**config.mk**
```make
export PLATFORM = sky130hd
export DESIGN_NAME = cclut_clct_buffer
export DESIGN_NICKNAME = d
export VERILOG_FILES = /design/src/rtl/cclut_pkg.sv /design/src/rtl/cclut_pair_fifo.sv /design/src/rtl/cclut_clct_buffer.sv
export SDC_FILE = /design/constraint.sdc
export NUM_CORES = 1
export LEC_CHECK = 0
export ABC_CLOCK_PERIOD_IN_PS = 10700
export CAP_MARGIN = 20
export CORE_AREA = 3 3 214 216
export DETAILED_ROUTE_END_ITERATION = 10
export DIE_AREA = 0 0 217 219
export PLACE_DENSITY_LB_ADDON = 0.15
export SKIP_CTS_REPAIR_TIMING = 1
export SKIP_LAST_GASP = 1
export SLEW_MARGIN = 0
export SYNTH_ARGS = -nofsm -noshare
export SYNTH_HDL_FRONTEND = slang
export SYNTH_SLANG_ARGS = --single-unit
```
**constraint.sdc**
```tcl
create_clock -name clock -period 10.7 [get_ports clock]
set_input_delay 1.605 -clock clock [delete_from_list [all_inputs] [get_ports clock]]
set_output_delay 1.605 -clock clock [all_outputs]
set_load 0.01 [all_outputs]
```
**src/rtl/cclut_pkg.sv**
```systemverilog
// ---------------------------------------------------------------------------
// cclut_pkg
//
// Shared definitions for the CCLUT CLCT buffer:
//   - field widths of the LUT results (key, subkey, bend, pattern id, hits)
//   - highest legal half-strip key and the wrap-under threshold
//   - the packed CLCT word layout {vld, pid, nhit, bend, subkey}
//   - the subkey clamp helper used by the buffer top level
// ---------------------------------------------------------------------------
package cclut_pkg;

    localparam int MXKEYBX    = 8;    // half-strip key bits
    localparam int MXXKYB     = 10;   // subkey bits {key, QS, ES}
    localparam int MXBNDB     = 5;    // bend bits [4] L/R, [3:0] magnitude
    localparam int MXPIDB     = 3;    // pattern id bits
    localparam int MXHITB     = 3;    // hit-count bits
    localparam int MXBXNB     = 12;   // BX number bits
    localparam int FIFO_DEPTH = 8;    // pair entries, power of 2
    localparam int FIFO_CW    = $clog2(FIFO_DEPTH) + 1;

    // 7 CFEBs x 32 half-strips - 1
    localparam logic [MXKEYBX-1:0] MAXKEY   = 8'd223;

    // Keys at or above this came from the LUT subtracting below strip 0
    localparam logic [MXKEYBX-1:0] WRAP_KEY = 8'hF0;

    // CLCT word layout, LSB first: subkey, bend, nhit, pid, vld
    localparam int CLCT_W     = 1 + MXPIDB + MXHITB + MXBNDB + MXXKYB;
    localparam int SUBKEY_LSB = 0;
    localparam int BEND_LSB   = SUBKEY_LSB + MXXKYB;
    localparam int NHIT_LSB   = BEND_LSB + MXBNDB;
    localparam int PID_LSB    = NHIT_LSB + MXHITB;
    localparam int VLD_BIT    = PID_LSB + MXPIDB;

    // One FIFO entry: {bxn, clct0, clct1, edge flags}
    localparam int ENTRY_W    = MXBXNB + 2 * CLCT_W + 2;

    // Packed view of one CLCT word; member order matches the bit layout above
    typedef struct packed {
        logic              vld;
        logic [MXPIDB-1:0] pid;
        logic [MXHITB-1:0] nhit;
        logic [MXBNDB-1:0] bend;
        logic [MXXKYB-1:0] subkey;
    } clct_t;

    // Which way a key was pushed back into the legal range
    typedef enum logic [1:0] {
        CLAMP_NONE = 2'd0,
        CLAMP_HIGH = 2'd1,
        CLAMP_LOW  = 2'd2
    } clamp_kind_t;

    typedef struct packed {
        clamp_kind_t       kind;
        logic [MXXKYB-1:0] subkey;
    } clamp_t;

    // Keys past the last CFEB pin to the top corner {MAXKEY, QS=1, ES=1};
    // keys that wrapped below zero (0xF0 and up) pin to the bottom corner 0.
    // The wrap test must come first because wrapped keys also exceed MAXKEY.
    function automatic clamp_t clamp_subkey(input logic [MXXKYB-1:0] subkey);
        logic [MXKEYBX-1:0] key;
        clamp_t             result;
        key           = subkey[MXXKYB-1:MXXKYB-MXKEYBX];
        result.kind   = CLAMP_NONE;
        result.subkey = subkey;
        if (key >= WRAP_KEY) begin
            result.kind   = CLAMP_LOW;
            result.subkey = '0;
        end else if (key > MAXKEY) begin
            result.kind   = CLAMP_HIGH;
            result.subkey = {MAXKEY, 2'b11};
        end
        return result;
    endfunction

endpackage : cclut_pkg

```
**src/rtl/cclut_pair_fifo.sv**
```systemverilog
// ---------------------------------------------------------------------------
// cclut_pair_fifo
//
// Generic first-word-fall-through FIFO with an explicit occupancy counter.
// The head entry is visible on rd_data whenever rd_valid is high and is
// removed when rd_valid & rd_ready. A write while full is accepted only if
// the head is popped in the same clock; otherwise it is dropped and wr_drop
// pulses for that clock. Writes never bypass into an empty FIFO: a word
// written this clock becomes visible on the next.
//
// Ports:
//   clock     system clock
//   rst_n     synchronous active-low reset, empties the FIFO
//   wr_en     write request
//   wr_data   word to write
//   wr_drop   write request discarded because the FIFO was full
//   rd_ready  consumer takes the head this clock
//   rd_valid  head word present
//   rd_data   head word, zero while empty
//   count     occupancy, 0..DEPTH
// ---------------------------------------------------------------------------
module cclut_pair_fifo #(
    parameter int WIDTH = 58,
    parameter int DEPTH = 8
) (
    input  logic                       clock,
    input  logic                       rst_n,
    input  logic                       wr_en,
    input  logic [WIDTH-1:0]           wr_data,
    output logic                       wr_drop,
    input  logic                       rd_ready,
    output logic                       rd_valid,
    output logic [WIDTH-1:0]           rd_data,
    output logic [$clog2(DEPTH):0]     count
);

    localparam int AW = $clog2(DEPTH);
    localparam int CW = AW + 1;

    localparam logic [AW-1:0]  PTR_ONE = AW'(1);
    localparam logic [CW-1:0]  CNT_ONE = CW'(1);
    localparam logic [CW-1:0]  CNT_MAX = CW'(DEPTH);

    logic [WIDTH-1:0] mem [DEPTH];
    logic [AW-1:0]    wr_ptr;
    logic [AW-1:0]    rd_ptr;
    logic [CW-1:0]    occupancy;
    logic             full;
    logic             pop;
    logic             push;

    // Full/empty come from the counter, so equal pointers are never ambiguous
    assign full     = (occupancy == CNT_MAX);
    assign rd_valid = (occupancy != '0);
    assign pop      = rd_valid & rd_ready;
    assign push     = wr_en & (~full | pop);
    assign wr_drop  = wr_en & full & ~pop;
    assign count    = occupancy;

    // Head is masked while empty so stale storage never leaks onto the bus
    assign rd_data  = rd_valid ? mem[rd_ptr] : '0;

    // Storage needs no reset; only the pointers and count define its contents
    always_ff @(posedge clock) begin
        if (push) begin
            mem[wr_ptr] <= wr_data;
        end
    end

    // Pointers wrap naturally because DEPTH is a power of 2
    always_ff @(posedge clock) begin
        if (!rst_n) begin
            wr_ptr    <= '0;
            rd_ptr    <= '0;
            occupancy <= '0;
        end else begin
            if (push) begin
                wr_ptr <= wr_ptr + PTR_ONE;
            end
            if (pop) begin
                rd_ptr <= rd_ptr + PTR_ONE;
            end
            case ({push, pop})
                2'b10:   occupancy <= occupancy + CNT_ONE;
                2'b01:   occupancy <= occupancy - CNT_ONE;
                default: occupancy <= occupancy;
            endcase
        end
    end

endmodule : cclut_pair_fifo

```
**src/rtl/cclut_clct_buffer.sv**
```systemverilog
// ---------------------------------------------------------------------------
// cclut_clct_buffer
//
// Takes the two CCLUT lookup results each BX, registers them, clamps
// out-of-range keys, suppresses a duplicate CLCT1, promotes a lone CLCT1
// into the CLCT0 slot, tags the pair with its BX number and queues it for
// the CLCT/ALCT matching logic. The queue drains under valid/ready.
//
// Ports:
//   clock            40 MHz system clock
//   global_reset_n   synchronous active-low reset
//   lut_vld          LUT outputs valid this clock
//   vld0, vld1       CLCT0 / CLCT1 present
//   subkey0/1        LUT best subkey {key, QS, ES}
//   bend0/1          LUT bend, passed through untouched
//   pid0/1           pattern id
//   nhit0/1          layers hit
//   bxn              current BX number
//   out_valid        queue head valid
//   out_ready        consumer accepts head
//   out_bxn          BX tag of head
//   out_clct0/1      {vld, pid, nhit, bend, subkey} of head
//   out_edge         per-CLCT clamp flag of head
//   fifo_count       queue occupancy
//   ovf_cnt          saturating count of dropped pairs
// ---------------------------------------------------------------------------
module cclut_clct_buffer
    import cclut_pkg::*;
(
    input  logic                clock,
    input  logic                global_reset_n,
    input  logic                lut_vld,
    input  logic                vld0,
    input  logic                vld1,
    input  logic [MXXKYB-1:0]   subkey0,
    input  logic [MXXKYB-1:0]   subkey1,
    input  logic [MXBNDB-1:0]   bend0,
    input  logic [MXBNDB-1:0]   bend1,
    input  logic [MXPIDB-1:0]   pid0,
    input  logic [MXPIDB-1:0]   pid1,
    input  logic [MXHITB-1:0]   nhit0,
    input  logic [MXHITB-1:0]   nhit1,
    input  logic [MXBXNB-1:0]   bxn,
    output logic                out_valid,
    input  logic                out_ready,
    output logic [MXBXNB-1:0]   out_bxn,
    output logic [CLCT_W-1:0]   out_clct0,
    output logic [CLCT_W-1:0]   out_clct1,
    output logic [1:0]          out_edge,
    output logic [FIFO_CW-1:0]  fifo_count,
    output logic [15:0]         ovf_cnt
);

    // Stage-1 registers
    logic                s1_pair;
    logic                s1_vld0;
    logic                s1_vld1;
    logic [MXXKYB-1:0]   s1_subkey0;
    logic [MXXKYB-1:0]   s1_subkey1;
    logic [MXBNDB-1:0]   s1_bend0;
    logic [MXBNDB-1:0]   s1_bend1;
    logic [MXPIDB-1:0]   s1_pid0;
    logic [MXPIDB-1:0]   s1_pid1;
    logic [MXHITB-1:0]   s1_nhit0;
    logic [MXHITB-1:0]   s1_nhit1;
    logic [MXBXNB-1:0]   s1_bxn;

    // Post-clamp, post-suppression pair
    clamp_t              clamp0;
    clamp_t              clamp1;
    logic                edge_hit0;
    logic                edge_hit1;
    logic                dup;
    clct_t               cand0;
    clct_t               cand1;
    clct_t               word0;
    clct_t               word1;
    logic [1:0]          edge_flags;
    logic [ENTRY_W-1:0]  entry;

    // FIFO side
    logic [ENTRY_W-1:0]  head;
    logic                fifo_drop;

    // Stage 1 captures the LUT results; a pair exists only if either CLCT is
    // present. Reset clears the stage so an in-flight pair cannot be pushed.
    always_ff @(posedge clock) begin
        if (!global_reset_n) begin
            s1_pair    <= 1'b0;
            s1_vld0    <= 1'b0;
            s1_vld1    <= 1'b0;
            s1_subkey0 <= '0;
            s1_subkey1 <= '0;
            s1_bend0   <= '0;
            s1_bend1   <= '0;
            s1_pid0    <= '0;
            s1_pid1    <= '0;
            s1_nhit0   <= '0;
            s1_nhit1   <= '0;
            s1_bxn     <= '0;
        end else begin
            s1_pair <= lut_vld & (vld0 | vld1);
            if (lut_vld) begin
                s1_vld0    <= vld0;
                s1_vld1    <= vld1;
                s1_subkey0 <= subkey0;
                s1_subkey1 <= subkey1;
                s1_bend0   <= bend0;
                s1_bend1   <= bend1;
                s1_pid0    <= pid0;
                s1_pid1    <= pid1;
                s1_nhit0   <= nhit0;
                s1_nhit1   <= nhit1;
                s1_bxn     <= bxn;
            end
        end
    end

    assign clamp0    = clamp_subkey(s1_subkey0);
    assign clamp1    = clamp_subkey(s1_subkey1);
    assign edge_hit0 = (clamp0.kind != CLAMP_NONE);
    assign edge_hit1 = (clamp1.kind != CLAMP_NONE);

    // Duplicate test uses the clamped keys, so two keys pinned to the same
    // corner also count as one CLCT
    assign dup = s1_vld0 & s1_vld1 &
                 (clamp0.subkey[MXXKYB-1:MXXKYB-MXKEYBX] ==
                  clamp1.subkey[MXXKYB-1:MXXKYB-MXKEYBX]);

    // Build both candidate words; an absent CLCT is an all-zero word
    always_comb begin
        cand0 = '0;
        cand1 = '0;
        if (s1_vld0) begin
            cand0.vld    = 1'b1;
            cand0.pid    = s1_pid0;
            cand0.nhit   = s1_nhit0;
            cand0.bend   = s1_bend0;
            cand0.subkey = clamp0.subkey;
        end
        if (s1_vld1) begin
            cand1.vld    = 1'b1;
            cand1.pid    = s1_pid1;
            cand1.nhit   = s1_nhit1;
            cand1.bend   = s1_bend1;
            cand1.subkey = clamp1.subkey;
        end
    end

    // Slot assignment: a lone CLCT1 moves into slot 0; a duplicate CLCT1 is
    // dropped. Edge flags follow their CLCT and vanish with it.
    always_comb begin
        word0      = '0;
        word1      = '0;
        edge_flags = 2'b00;
        if (s1_vld0) begin
            word0         = cand0;
            edge_flags[0] = edge_hit0;
            if (s1_vld1 && !dup) begin
                word1         = cand1;
                edge_flags[1] = edge_hit1;
            end
        end else if (s1_vld1) begin
            word0         = cand1;
            edge_flags[0] = edge_hit1;
        end
    end

    assign entry = {s1_bxn, word0, word1, edge_flags};

    cclut_pair_fifo #(
        .WIDTH (ENTRY_W),
        .DEPTH (FIFO_DEPTH)
    ) u_pair_fifo (
        .clock    (clock),
        .rst_n    (global_reset_n),
        .wr_en    (s1_pair),
        .wr_data  (entry),
        .wr_drop  (fifo_drop),
        .rd_ready (out_ready),
        .rd_valid (out_valid),
        .rd_data  (head),
        .count    (fifo_count)
    );

    assign {out_bxn, out_clct0, out_clct1, out_edge} = head;

    // Dropped-pair counter sticks at all-ones rather than wrapping
    always_ff @(posedge clock) begin
        if (!global_reset_n) begin
            ovf_cnt <= '0;
        end else if (fifo_drop && (ovf_cnt != 16'hFFFF)) begin
            ovf_cnt <= ovf_cnt + 16'd1;
        end
    end

endmodule : cclut_clct_buffer

```
==> run metrics <==
CTS HTree Levels 2; fillcell total 3417; Worst Setup Start Kind flip-flop; Clock Tree Root clkbuf_16; Fin. Hold Viols 0; port bufs 138; Final HPWL DP between 20 and 30 mm; routed wire length approximately 47 mm; top-count cell post-synth edfxtp_1; Hold Path Class flip-flop to flip-flop; Slew headroom 0.171; met1 Usage GRT 0.282; io pins 139; CP bufs+invs 2; WL per Instance between 20 and 25 µm; Internal between 3 and 4 mW; post-synth top area share 0.635; final setup violation count 0; Final Max Slew Viols 0; FP Rows 77; GRT Max-Usage Layer met2; post-layout util 0.584; Die X ~220 µm; Leakage 8.79 nW; largest net degree at the start of global routing 86; Sw Share 0.254; Num Clock Sinks 550; vias 11367; ratio of cells with drive above 1 in the final layout 0.167; CTS tree done; via/cell ratio 5.62; syn_nets 1302; Reg power frac 0.451; drt first pass iters 7; Worst Skew 9.91 ps; #FFs+latches synth 550; Non-Filler Instances 2022; global-route wire length before repair around 73 mm; Post-Syn Instances roughly 1200; core footprint 44100 µm²; Netlist Area Pre-Place 21900 µm²; RSZ-0062 raised after global routing false; Placed Cells 1915; clock network fraction of total power 0.348; Synth Area per Inst 17.8 µm²; Final #Nets ~1500; Peak VDD IR 0.000207 V; Crit Path Class flip-flop to output port; full die area ~48000 µm²; CTS Buf Count 56; Syn. warnings 0; Slowest-stage cell, CP buf_4; Max-cap violations 0; ys async rst share 0; setup TNS 0 ps; Comb power frac 0.200; library cells used by synthesis 53; ANT nets after route 0; Crit path max-delay family buffers and inverters; All-Layer GR Usage 0.204; slowest cell delay on critical path 960 ps; Clock Pin Slew Worst Setup and Hold Paths around 60 ps; ys flop type edfxtp_1; Starting Density 0.497; Worst-Margin Slew 1230 ps; total grt overflow 0; FMAX 189 MHz; Die Y 219 µm; Cell Chain, Critical Path buf_4, mux4_2, mux2i_1, nor2_1, clkdlybuf4s50_1; Yosys top cell by area edfxtp_1; Setup crit end kind output port; fin crit period 5300 ps; Post-synth EDFFs 464; Post-synth top cells edfxtp_1 (464), mux2i_1 (116), mux4_2 (116); Seq/Total Area, Yosys 0.714; Overall Power 5.36 mW; status complete, no violations; Reg2Reg Setup Slack 7420 ps; PwrDens 208 nW/µm²; vias in the first global route 11796; hold_ws roughly 500 ps; top cells by area, synth edfxtp_1 (64%), mux4_2 (12%), dfxtp_1 (7.9%), mux2i_1 (5.3%), nor2b_1 (1.7%); area growth from synthesis to layout 17.6%; RePlAce Congestion 0.820; WP data arrival 3700 ps; clk buf depth 3; met3 Use GR 0.0356; initial antenna violation count 0; Max FO, Critical Path 72; DRT iter0 DRCs slightly above 1000; P_sw 1.36 mW; DRC Markers 0; Final Cycle Share 0.495; worst skew pair latency 600 ps; met2 GRT Util 0.338; critical path required time 9100 ps
==> through the flow <==
stage               instance area [µm²]  worst slack [ps]
floorplan                         21900              4200
finish                            25800              5400
global placement                  24000              5860
global route                      25800              5170
detailed placement                24000              5900
CTS                               25700              5250
==> kinds of logic (layout without fill, tap and decap cells) <==
| logic type | Yosys count | after routing | share of synthesized area |
|---|---|---|---|
| multiplexers | 232 | 232 | 0.172 |
| XOR/XNOR | 26 | 26 | 0.0104 |
| flip-flops | 550 | 550 | 0.714 |
| other | 0 | 1 | 0 |
| AND/OR/NAND/NOR | 277 | 277 | 0.0637 |
| buffers and inverters | 79 | 273 | 0.0149 |
| adder cells (fa/ha/maj) | 7 | 7 | 0.00434 |
| AO/OA/AOI/OAI | 64 | 64 | 0.0207 |
==> tightest hold or removal path, delay by kind of cell, from the launching register on <==
kind,cells,cell delay [ps]
compound gates,1,60
flops,1,330
simple gates,1,50
==> per-layer routing <==
| metal | vias to the layer above | wire length (µm) | share of wire |
|---|---|---|---|
| met5 | - | 0 | 0 |
| met4 | 0 | 992 | 0.021 |
| met3 | 60 | 2550 | 0.054 |
| met2 | 327 | 23300 | 0.49 |
| met1 | 5868 | 20600 | 0.43 |
| li1 | 5112 | - | - |
==> registers in the layout (all words and copies together) (netlist names), named ones only <==
| name | count |
|---|---|
| s1_pid1 | 3 |
| s1_bend1 | 5 |
| s1_bxn | 12 |
| u_pair_fifo.mem | 464 |
| s1_vld0 | 1 |
| s1_subkey1 | 10 |
| s1_subkey0 | 10 |
| s1_nhit1 | 3 |
| s1_nhit0 | 3 |
| s1_vld1 | 1 |
| s1_pair | 1 |
| ovf_cnt | 16 |
| s1_pid0 | 3 |
| u_pair_fifo.count | 4 |
| s1_bend0 | 5 |
| u_pair_fifo.rd_ptr | 3 |
| u_pair_fifo.wr_ptr | 3 |
==> cells in the final DEF, fill, tap and decap left out, types with 22 or more instances in the layout <==
| cell | netlist | routed |
|---|---|---|
| and2_1 | 23 | 23 |
| buf_4 | 1 | 22 |
| clkdlybuf4s50_1 | 0 | 136 |
| mux4_2 | 116 | 116 |
| mux2i_1 | 116 | 116 |
| nor2b_1 | 61 | 61 |
| clkbuf_16 | 0 | 57 |
| dfxtp_1 | 86 | 83 |
| nand2_1 | 44 | 44 |
| nor2_1 | 93 | 87 |
| edfxtp_1 | 464 | 464 |
==> power by group through the flow <==
stage                     Sequential [mW]  Clock (mW)  Combinational [mW]
after global placement               2.46           0                1.08
after global routing                 2.43        2.00                1.16
after floorplan                      2.42           0               0.668
after CTS                            2.42        1.91                1.09
final                                2.42        1.87                1.07
after detailed placement             2.47           0                1.09
==> cell type report <==
| class | instances | area (µm²) | area share |
|---|---|---|---|
| Clock inverter | 34 | 263 | 0.0102 |
| Multi-Input combinational cell | 606 | 6010 | 0.233 |
| Clock buffer | 69 | 1500 | 0.0582 |
| Inverter | 8 | 30.0 | 0.00116 |
| Tap cell | 592 | 741 | 0.0287 |
| Sequential cell | 550 | 15700 | 0.608 |
| Timing Repair Buffer | 162 | 1570 | 0.0610 |
| Antenna cell | 1 | 2.50 | 0.0000970 |
==> path summary, 6_finish.rpt <==
kind | from | to | cells past startpoint
max | flip-flop | out_clct0[10] | 5
min | u_pair_fifo.wr_ptr[0] | u_pair_fifo.wr_ptr[0] | 2
max reg2reg | s1_subkey0[9] | u_pair_fifo.mem[4][5] | 8
min reg2reg | u_pair_fifo.wr_ptr[0] | u_pair_fifo.wr_ptr[0] | 2
No activity file was read; power rests on OpenSTA's default activity.
